--- src/rtl/io_int_ctrl_pkg.sv ---
// ---------------------------------------------------------------------------
// io_int_ctrl_pkg : register addresses and FSM encoding for io_int_ctrl
// Rev 1.0
// ---------------------------------------------------------------------------
`default_nettype none

package io_int_ctrl_pkg;

  localparam logic [13:0] SYS_INT_PEND  = 14'h3E81;
  localparam logic [13:0] SYS_INT_ENAB  = 14'h3E82;
  localparam logic [13:0] SYS_INT_CAUSE = 14'h3E83;
  localparam logic [13:0] SYS_INT_MODE  = 14'h3E84;

  typedef enum logic [1:0] {
    ST_IDLE = 2'd0,
    ST_REQ  = 2'd1,
    ST_SRV  = 2'd2
  } state_e;

endpackage

`default_nettype wire

--- src/rtl/io_int_sync.sv ---
// ---------------------------------------------------------------------------
// io_int_sync : multi-bit flop synchronizer; rising-edge output when
//               INT_EDGE_MODE_EN is defined.
// Rev 1.0
// ---------------------------------------------------------------------------
`default_nettype none

module io_int_sync
  import io_int_ctrl_pkg::*;
#(
  parameter int WIDTH  = 4,
  parameter int STAGES = 2
) (
  input  logic             clk,
  input  logic             rst,
  input  logic [WIDTH-1:0] async_i,
  output logic [WIDTH-1:0] sync_o
`ifdef INT_EDGE_MODE_EN
  ,
  output logic [WIDTH-1:0] rise_o
`endif
);

  logic [WIDTH-1:0] sync_q [STAGES];

  always_ff @(posedge clk) begin
    if (rst) begin
      for (int s = 0; s < STAGES; s++) sync_q[s] <= '0;
    end else begin
      sync_q[0] <= async_i;
      for (int s = 1; s < STAGES; s++) sync_q[s] <= sync_q[s-1];
    end
  end

  assign sync_o = sync_q[STAGES-1];

`ifdef INT_EDGE_MODE_EN
  logic [WIDTH-1:0] sync_d_q;

  always_ff @(posedge clk) begin
    if (rst) sync_d_q <= '0;
    else     sync_d_q <= sync_q[STAGES-1];
  end

  assign rise_o = sync_q[STAGES-1] & ~sync_d_q;
`endif

endmodule

`default_nettype wire

--- src/rtl/io_int_ctrl.sv ---
// ---------------------------------------------------------------------------
// io_int_ctrl : machine-level interrupt controller (timer + NSRC external).
// Optional macro INT_EDGE_MODE_EN adds per-source edge mode (SYS_INT_MODE).
// Rev 1.0
// ---------------------------------------------------------------------------
`default_nettype none

module io_int_ctrl
  import io_int_ctrl_pkg::*;
#(
  parameter int NSRC        = 4,
  parameter int SYNC_STAGES = 2
) (
  input  logic            clk,
  input  logic            rst,
  input  logic            dma_io_we,
  input  logic [15:2]     dma_io_wadr,
  input  logic [31:0]     dma_io_wdata,
  input  logic [15:2]     dma_io_radr,
  input  logic            dma_io_radr_en,
  input  logic [31:0]     dma_io_rdata_in,
  output logic [31:0]     dma_io_rdata,
  input  logic            frc_cntr_val_leq,
  input  logic            interrupt_clear,
  input  logic [NSRC-1:0] ext_int_in,
  input  logic            csr_mie,
  input  logic            int_ack,
  input  logic            int_mret,
  output logic            int_req,
  output logic [3:0]      int_cause
);

  localparam int N = NSRC + 1;

  logic [NSRC-1:0] ext_sync;
  logic [N-1:0]    lvl, set, clr, masked;
  logic [N-1:0]    pend_q, pend_d, enab_q;
  logic [15:0]     masked_ext;
  logic [3:0]      prio;
  logic            pend_wr;
  state_e          state_q, state_d;
  logic [3:0]      cause_q, cause_d;
  logic            rd_hit_q, rd_hit_d;
  logic [31:0]     rd_data_q, rd_data_d;
  logic            unused_wdata;

  assign unused_wdata = ^dma_io_wdata[31:N];

`ifdef INT_EDGE_MODE_EN
  logic [NSRC-1:0] ext_rise;
  logic [N-1:0]    mode_q;
  logic            leq_d_q;

  io_int_sync #(.WIDTH(NSRC), .STAGES(SYNC_STAGES)) u_sync (
    .clk     (clk),
    .rst     (rst),
    .async_i (ext_int_in),
    .sync_o  (ext_sync),
    .rise_o  (ext_rise)
  );

  assign lvl = {ext_sync, frc_cntr_val_leq};
  assign set = (lvl & ~mode_q) | ({ext_rise, frc_cntr_val_leq & ~leq_d_q} & mode_q);

  always_ff @(posedge clk) begin
    if (rst) begin
      mode_q  <= '0;
      leq_d_q <= 1'b0;
    end else begin
      leq_d_q <= frc_cntr_val_leq;
      if (dma_io_we && (dma_io_wadr == SYS_INT_MODE)) mode_q <= dma_io_wdata[N-1:0];
    end
  end
`else
  io_int_sync #(.WIDTH(NSRC), .STAGES(SYNC_STAGES)) u_sync (
    .clk     (clk),
    .rst     (rst),
    .async_i (ext_int_in),
    .sync_o  (ext_sync)
  );

  assign lvl = {ext_sync, frc_cntr_val_leq};
  assign set = lvl;
`endif

  // Set is OR'd in after the clear so a coincident event is never lost.
  assign pend_wr = dma_io_we && (dma_io_wadr == SYS_INT_PEND);
  assign clr     = (pend_wr ? dma_io_wdata[N-1:0] : '0) | {{(N-1){1'b0}}, interrupt_clear};
  assign pend_d  = (pend_q & ~clr) | set;

  assign masked     = pend_q & enab_q;
  assign masked_ext = 16'(masked);

  always_comb begin
    prio = 4'd0;
    for (int i = N - 1; i >= 0; i--) begin
      if (masked[i]) prio = 4'(i);
    end
  end

  always_comb begin
    state_d = state_q;
    cause_d = cause_q;
    case (state_q)
      ST_IDLE: begin
        if (csr_mie && (|masked)) begin
          state_d = ST_REQ;
          cause_d = prio;
        end
      end
      ST_REQ: begin
        if (int_ack)                     state_d = ST_SRV;
        else if (!masked_ext[cause_q])   state_d = ST_IDLE;
      end
      ST_SRV: begin
        if (int_mret) state_d = ST_IDLE;
      end
      default: state_d = ST_IDLE;
    endcase
  end

  always_comb begin
    rd_hit_d  = 1'b0;
    rd_data_d = '0;
    if (dma_io_radr_en) begin
      case (dma_io_radr)
        SYS_INT_PEND: begin
          rd_hit_d  = 1'b1;
          rd_data_d = 32'(pend_q);
        end
        SYS_INT_ENAB: begin
          rd_hit_d  = 1'b1;
          rd_data_d = 32'(enab_q);
        end
        SYS_INT_CAUSE: begin
          rd_hit_d  = 1'b1;
          rd_data_d = {state_q == ST_SRV, state_q == ST_REQ, 26'd0, cause_q};
        end
`ifdef INT_EDGE_MODE_EN
        SYS_INT_MODE: begin
          rd_hit_d  = 1'b1;
          rd_data_d = 32'(mode_q);
        end
`endif
        default: ;
      endcase
    end
  end

  always_ff @(posedge clk) begin
    if (rst) begin
      pend_q    <= '0;
      enab_q    <= '0;
      state_q   <= ST_IDLE;
      cause_q   <= 4'd0;
      rd_hit_q  <= 1'b0;
      rd_data_q <= '0;
    end else begin
      pend_q    <= pend_d;
      state_q   <= state_d;
      cause_q   <= cause_d;
      rd_hit_q  <= rd_hit_d;
      rd_data_q <= rd_data_d;
      if (dma_io_we && (dma_io_wadr == SYS_INT_ENAB)) enab_q <= dma_io_wdata[N-1:0];
    end
  end

  assign int_req      = (state_q == ST_REQ);
  assign int_cause    = cause_q;
  assign dma_io_rdata = rd_hit_q ? rd_data_q : dma_io_rdata_in;

endmodule

`default_nettype wire

--- config.mk ---
export PLATFORM = sky130hd
export DESIGN_NAME = io_int_ctrl
export DESIGN_NICKNAME = d
export VERILOG_FILES = /design/src/rtl/io_int_ctrl_pkg.sv /design/src/rtl/io_int_sync.sv /design/src/rtl/io_int_ctrl.sv
export SDC_FILE = /design/constraint.sdc
export NUM_CORES = 1
export LEC_CHECK = 0
export BUFFER_PORTS_ARGS = -buffer_cell sky130_fd_sc_hd__buf_4
export CELL_PAD_IN_SITES_DETAIL_PLACEMENT = 1
export CELL_PAD_IN_SITES_GLOBAL_PLACEMENT = 1
export CORE_ASPECT_RATIO = 1.5
export CORE_MARGIN = 1.5
export CORE_UTILIZATION = 27
export CTS_CLUSTER_DIAMETER = 40
export DETAILED_ROUTE_END_ITERATION = 12
export GPL_TIMING_DRIVEN = 0
export HOLD_SLACK_MARGIN = 0.06
export PLACE_DENSITY_LB_ADDON = 0.1
export SYNTH_ARGS = -nofsm -noshare
export SYNTH_HDL_FRONTEND = slang
export SYNTH_SLANG_ARGS = --single-unit
--- constraint.sdc ---
create_clock -name clk -period 5.2 [get_ports clk]
set_input_delay 1.04 -clock clk [delete_from_list [all_inputs] [get_ports clk]]
set_output_delay 1.04 -clock clk [all_outputs]
set_load 0.03 [all_outputs]
# Word level (Yosys, flattened, before mapping)
# Memories as Yosys holds them, arrays and structs flattened.
# Index checks and enable logic that the tools add are counted.
[op_classes] add_sub_neg=0 mul=0 div=0 magnitude_cmp=1 n_eq_ne=10 shifts=0 mux=21 bitwise=8 n_reduce_logical=9
[op_table] op="$pmux W32 S3" count=1
[op_table] op="$eq A14 B14 Y1 const B" count=5
[op_table] op="$mux W32" count=1
[op_table] op="$mux W4" count=6
[op_table] op="$and A5 B5 Y5" count=2
[op_table] op="$mux W2" count=4
[op_table] op="$pmux W2 S3" count=1
[op_table] op="$lt A4 B5 Y1 const B" count=1
[op_table] op="$mux W1" count=5
[op_table] op="$mux W5" count=1
[op_table] op="$not A5 Y5" count=1
[op_table] op="$or A5 B1 Y5" count=1
[op_table] op="$or A5 B5 Y5" count=1
[op_table] op="$reduce_or A5 Y1" count=1
[op_table] op="$bmux W1 S4" count=1
[op_table] op="$ne A2 B2 Y1 const B" count=2
[op_table] op="$logic_and A1 B1 Y1" count=3
[op_table] op="$mux W3" count=1
[op_table] op="$ne A3 B3 Y1 const B" count=1
[op_table] op="$reduce_and A3 Y1" count=1
[op_table] op="$reduce_or A3 Y1" count=1
[op_table] op="$eq A2 B1 Y1 const B" count=1
[op_table] op="$eq A2 B2 Y1 const B" count=1
[op_table] op="$logic_not A2 Y1" count=1
[op_table] op="4 further kinds" count=5
[word_totals] regBits=49 latchBits=0 mem_bits_rw=8 rom_bits=0 input_bits=105 word_cells=56 mem_count=1
[memory_table] memory="u_sync.sync_q" depth=2 word_bits=4 rd=2 rd_ports_with_merged_regs=0 wr=2 line_no="io_int_sync.sv:24" text="logic [WIDTH-1:0] sync_q [STAGES];"

# Longest topological paths before layout
[logic_depth] word_depth=7 ltp_mapped=5 ltp_nobuf=4

# By module
# From an unflattened synthesis, not the netlist that was laid out.
[unflattened] hier_cells=180 hier_area_um2=1599.0
[modules_own_cells] module="io_int_ctrl" n_inst=1 cells_each=160 area_each_um2=1358.8 seq_area_each_um2=460.4
[modules_own_cells] module="io_int_sync" n_inst=1 cells_each=20 area_each_um2=240.2 seq_area_each_um2=160.2

# Worst setup path before layout
# No wires, ideal clock.
[synth_path] path_type="in2out" from="input port dma_io_rdata_in[10]" to="output port dma_io_rdata[10]" arrival_ps=1495 required_time_ps=4160 setup_slack_ps=2665 cell_stages=1 path_buffers=0 cell_sequence="nor2b_1"
[synth_via] elab_chain_len=1
[synth_lines] item="start: declaration" line_no="io_int_ctrl.sv:21" text="input logic [31:0] dma_io_rdata_in,"
[synth_lines] item="$mux W32" line_no="io_int_ctrl.sv:170" text="assign dma_io_rdata = rd_hit_q ? rd_data_q : dma_io_rdata_in;"
[synth_lines] item="end: declaration" line_no="io_int_ctrl.sv:22" text="output logic [31:0] dma_io_rdata,"
# No other way between the ends.

# Worst setup path after layout
[layout_path] from="register rd_hit_q" to="output port dma_io_rdata[30]"
[layout_via] elab_chain_len=1
[layout_lines] item="start: declaration" line_no="io_int_ctrl.sv:43" text="logic rd_hit_q, rd_hit_d;"
[layout_lines] item="start signal: assignment" line_no="io_int_ctrl.sv:162" text="rd_hit_q <= rd_hit_d;"
[layout_lines] item="$mux W32" line_no="io_int_ctrl.sv:170"
# No other way between the ends.

==> impl_metrics.csv <==
group,metric,value,unit
setup_path,path_max_fanout,10,
drt,drc,0,
sta,fin_crit_sh,0.517,
sta,hold_viol,0,
yosys,synth.distinct_cells,40,
drt,firstDrtPassIters,4,
setup_path,required,4.16,ns
clock_network,root_buffer,"clkbuf_8",
sta,final.setup.worst_slack,2.51,ns
yosys,netlist_instances,181,
outcome,status,"finished, final reports clean",
clock_network,cts_tree,"built",
yosys,netlist.area_leader.share,0.382,
floorplan,fp.dieW,66.4,um
setup_path,criticalPathCategory,"register to output port",
clock_network,cts_buffers,5,
drt,wl_per_cell,14.3,um
setup_path,timing.rr.end,"int_cause[0]$_SDFFE_PP0P_",
floorplan,rows,34,
grt,grt.overflow.total,0,
finish,post-route-util,0.453,
clock_network,ctsResizeCount,0,
sta,setup_viol_count_final,0,
sta,timing.hold.ws,0.433,ns
clock_network,htree_levels,2,
yosys,synth_top_area_cell,"dfxtp_1",
yosys,synth_fp_nets,286,
clock_network,path_clk_slew,0.06,ns
yosys,syn-cell-area,1630,um^2
drt,via_per_inst,4.69,
sta,fin_crit,2.69,ns
power,power.leakage,0.00117,uW
sta,worst_clock_skew,0.0105,ns
yosys,synth_seq_cells,31,
clock_network,clock-sinks,31,
placed_design,io_buffers,112,
placed_design,dp_cells,365,
sta,rsz0062_at_grt,"false",
yosys,ys_top_cells_by_count,"37 x nor2b_1, 31 x dfxtp_1, 13 x nand2b_1, 13 x nor2_1, 8 x mux2i_1",
sta,fmax,0.372,GHz
setup_path,reg2reg_depth,4,
clock_network,clk_latency,0.28,ns
drt,drt-initial-drc-count,21,
power,ir_drop,0.000181,V
clock_network,postCtsSetupBuffers,0,
placed_design,dpl_worst_slack,2.47,ns
flow_run,maxCapViolCount,0,
floorplan,core_area,5830,um^2
hold_path,hold_end,"u_sync.sync_q[0][6]$_SDFF_PP0_",
yosys,synth_edf_count,0,
finish,drive_gt1_frac,0.455,
setup_path,start_kind,"register",
drt,dr_total_vias,1750,
setup_path,reg2reg_setup_slack,3.71,ns
power,p_per_area,207,nW/um^2
finish,antenna_cells,0,
floorplan,start_util,0.279,
yosys,synthFlopType,"dfxtp_1",
floorplan,die_y,98.1,um
finish,final_cells,373,
grt,grt_pass1_wl,8580,um
floorplan,dieArea,6510,um^2
grt,grt_max_degree,11,
placed_design,gp_congestion,0.741,
yosys,synth_warnings,0,
setup_path,setup.worst_path.end_class,"output port",
setup_path,worst_r2r_startpoint,"state_q[1]$_SDFFE_PP0P_",
yosys,yosysSeqAreaShare,0.382,
yosys,ys_async_sr_fraction,0,
hold_path,worst_hold_path.num_cells,1,
yosys,yosysMostFrequentCell,"nor2b_1",
hold_path,hp-start,"u_sync.sync_q[0][2]$_SDFF_PP0_",
clock_network,holdBufCountCts,0,
yosys,synth_area_leaders,"dfxtp_1 38%, nor2b_1 14%, nand2b_1 5.0%",
sta,setup_tns,0,ns
placed_design,dp_hpwl,4570,um
finish,layout.nets,405,
finish,area_growth_syn_to_layout,62.2,%
hold_path,min_path_type,"register to register",
setup_path,cp.arrival,1.65,ns
drt,drt-total-wl,5330,um
sta,tightestPinTransition,0.530,ns
grt,grtUsageTotal,0.173,
yosys,synth.avg_cell_area,8.99,um^2
sta,slew_violations,0,
clock_network,ctsLongestPathBuffers,2,
grt,antenna_found_initial,0,
grt,grt_pass1_vias,1880,
drt,ant_nets,0,
floorplan,pin_count,142,
sta,slew_headroom,0.647,
[final cells by class]
type,instances,area [um^2]
well taps,72,90.1
repair buffers,112,841
flip-flops and latches,31,621
clock inverters,1,5.00
multi-input cells,135,938
fillers,729,3190
clock buffers,7,76.3
plain buffers,9,45.0
inverters,6,22.5
[report_power, final]
| group | internal [uW] | switching (uW) |
|---|---|---|
| combinational | 68.0 | 54.8 |
| clock | 93.7 | 84.5 |
| sequential | 243 | 3.34 |
| total | 404 | 143 |
[through the flow]
step / power (uW) / instance area (um^2)
2_1_floorplan: 305 / 1630
3_3_place_gp: 373 / 2560
3_5_place_dp: 376 / 2560
4_1_cts: 555 / 2640
5_1_grt: 575 / 2640
6_report: 547 / 2640
[critical path, cell delays in order (launching register included)]
cell	delay, ns
dfxtp_1	0.41
clkbuf_1	0.40
mux2_2	0.39
buf_4	0.17
[metal layers]
layer,part of all wire,global-route usage,routed length [um]
met5,0,0,0
met4,0.016,0.0628,86
met3,0.069,0.0472,367
met2,0.58,0.346,3080
met1,0.34,0.154,1800
[registers in the layout (all words and copies together), names as in the netlist]
name           count
rd_hit_q           1
rd_data_q          7
pend_q             5
u_sync.sync_q      8
enab_q             5
state_q            2
int_cause          3
[worst max-delay path by stage]
stage | start | end | slack (ns) | depth (start not counted)
final | rd_hit_q$_SDFF_PP0_ | dma_io_rdata[30] | 2.51 | 3
after global routing | rd_hit_q$_SDFF_PP0_ | dma_io_rdata[4] | 2.41 | 3
after CTS | rd_hit_q$_SDFF_PP0_ | dma_io_rdata[30] | 2.46 | 3
after detailed placement | dma_io_wadr[5] | enab_q[3]$_SDFFE_PP0P_ | 2.47 | 6
after global placement | dma_io_wadr[5] | enab_q[4]$_SDFFE_PP0P_ | 2.49 | 6
after floorplan | dma_io_rdata_in[10] | dma_io_rdata[10] | 2.66 | 1
[cell usage in the layout, fill, tap and decap left out, drive strengths merged, types with 2 or more instances in the layout]
master / count
nand2: 6
nand4b: 3
o22ai: 4
and4b: 5
buf: 114
nor3b: 2
a22oi: 4
nor2b: 37
nand2b: 13
nor2: 13
mux2i: 8
a21oi: 2
nand4: 2
clkbuf: 14
dfxtp: 31
nor3: 5
nand3: 2
and2: 3
mux2: 7
o311ai: 2
inv: 6
[kinds of logic after synthesis]
family | Yosys count | share of synthesized area
simple gates | 101 | 0.395
other cells | 1 | 0.00231
flops | 31 | 0.382
mux | 15 | 0.0977
buf+inv | 15 | 0.0415
compound gates | 18 | 0.0815
(Power assumes the default switching activity.)
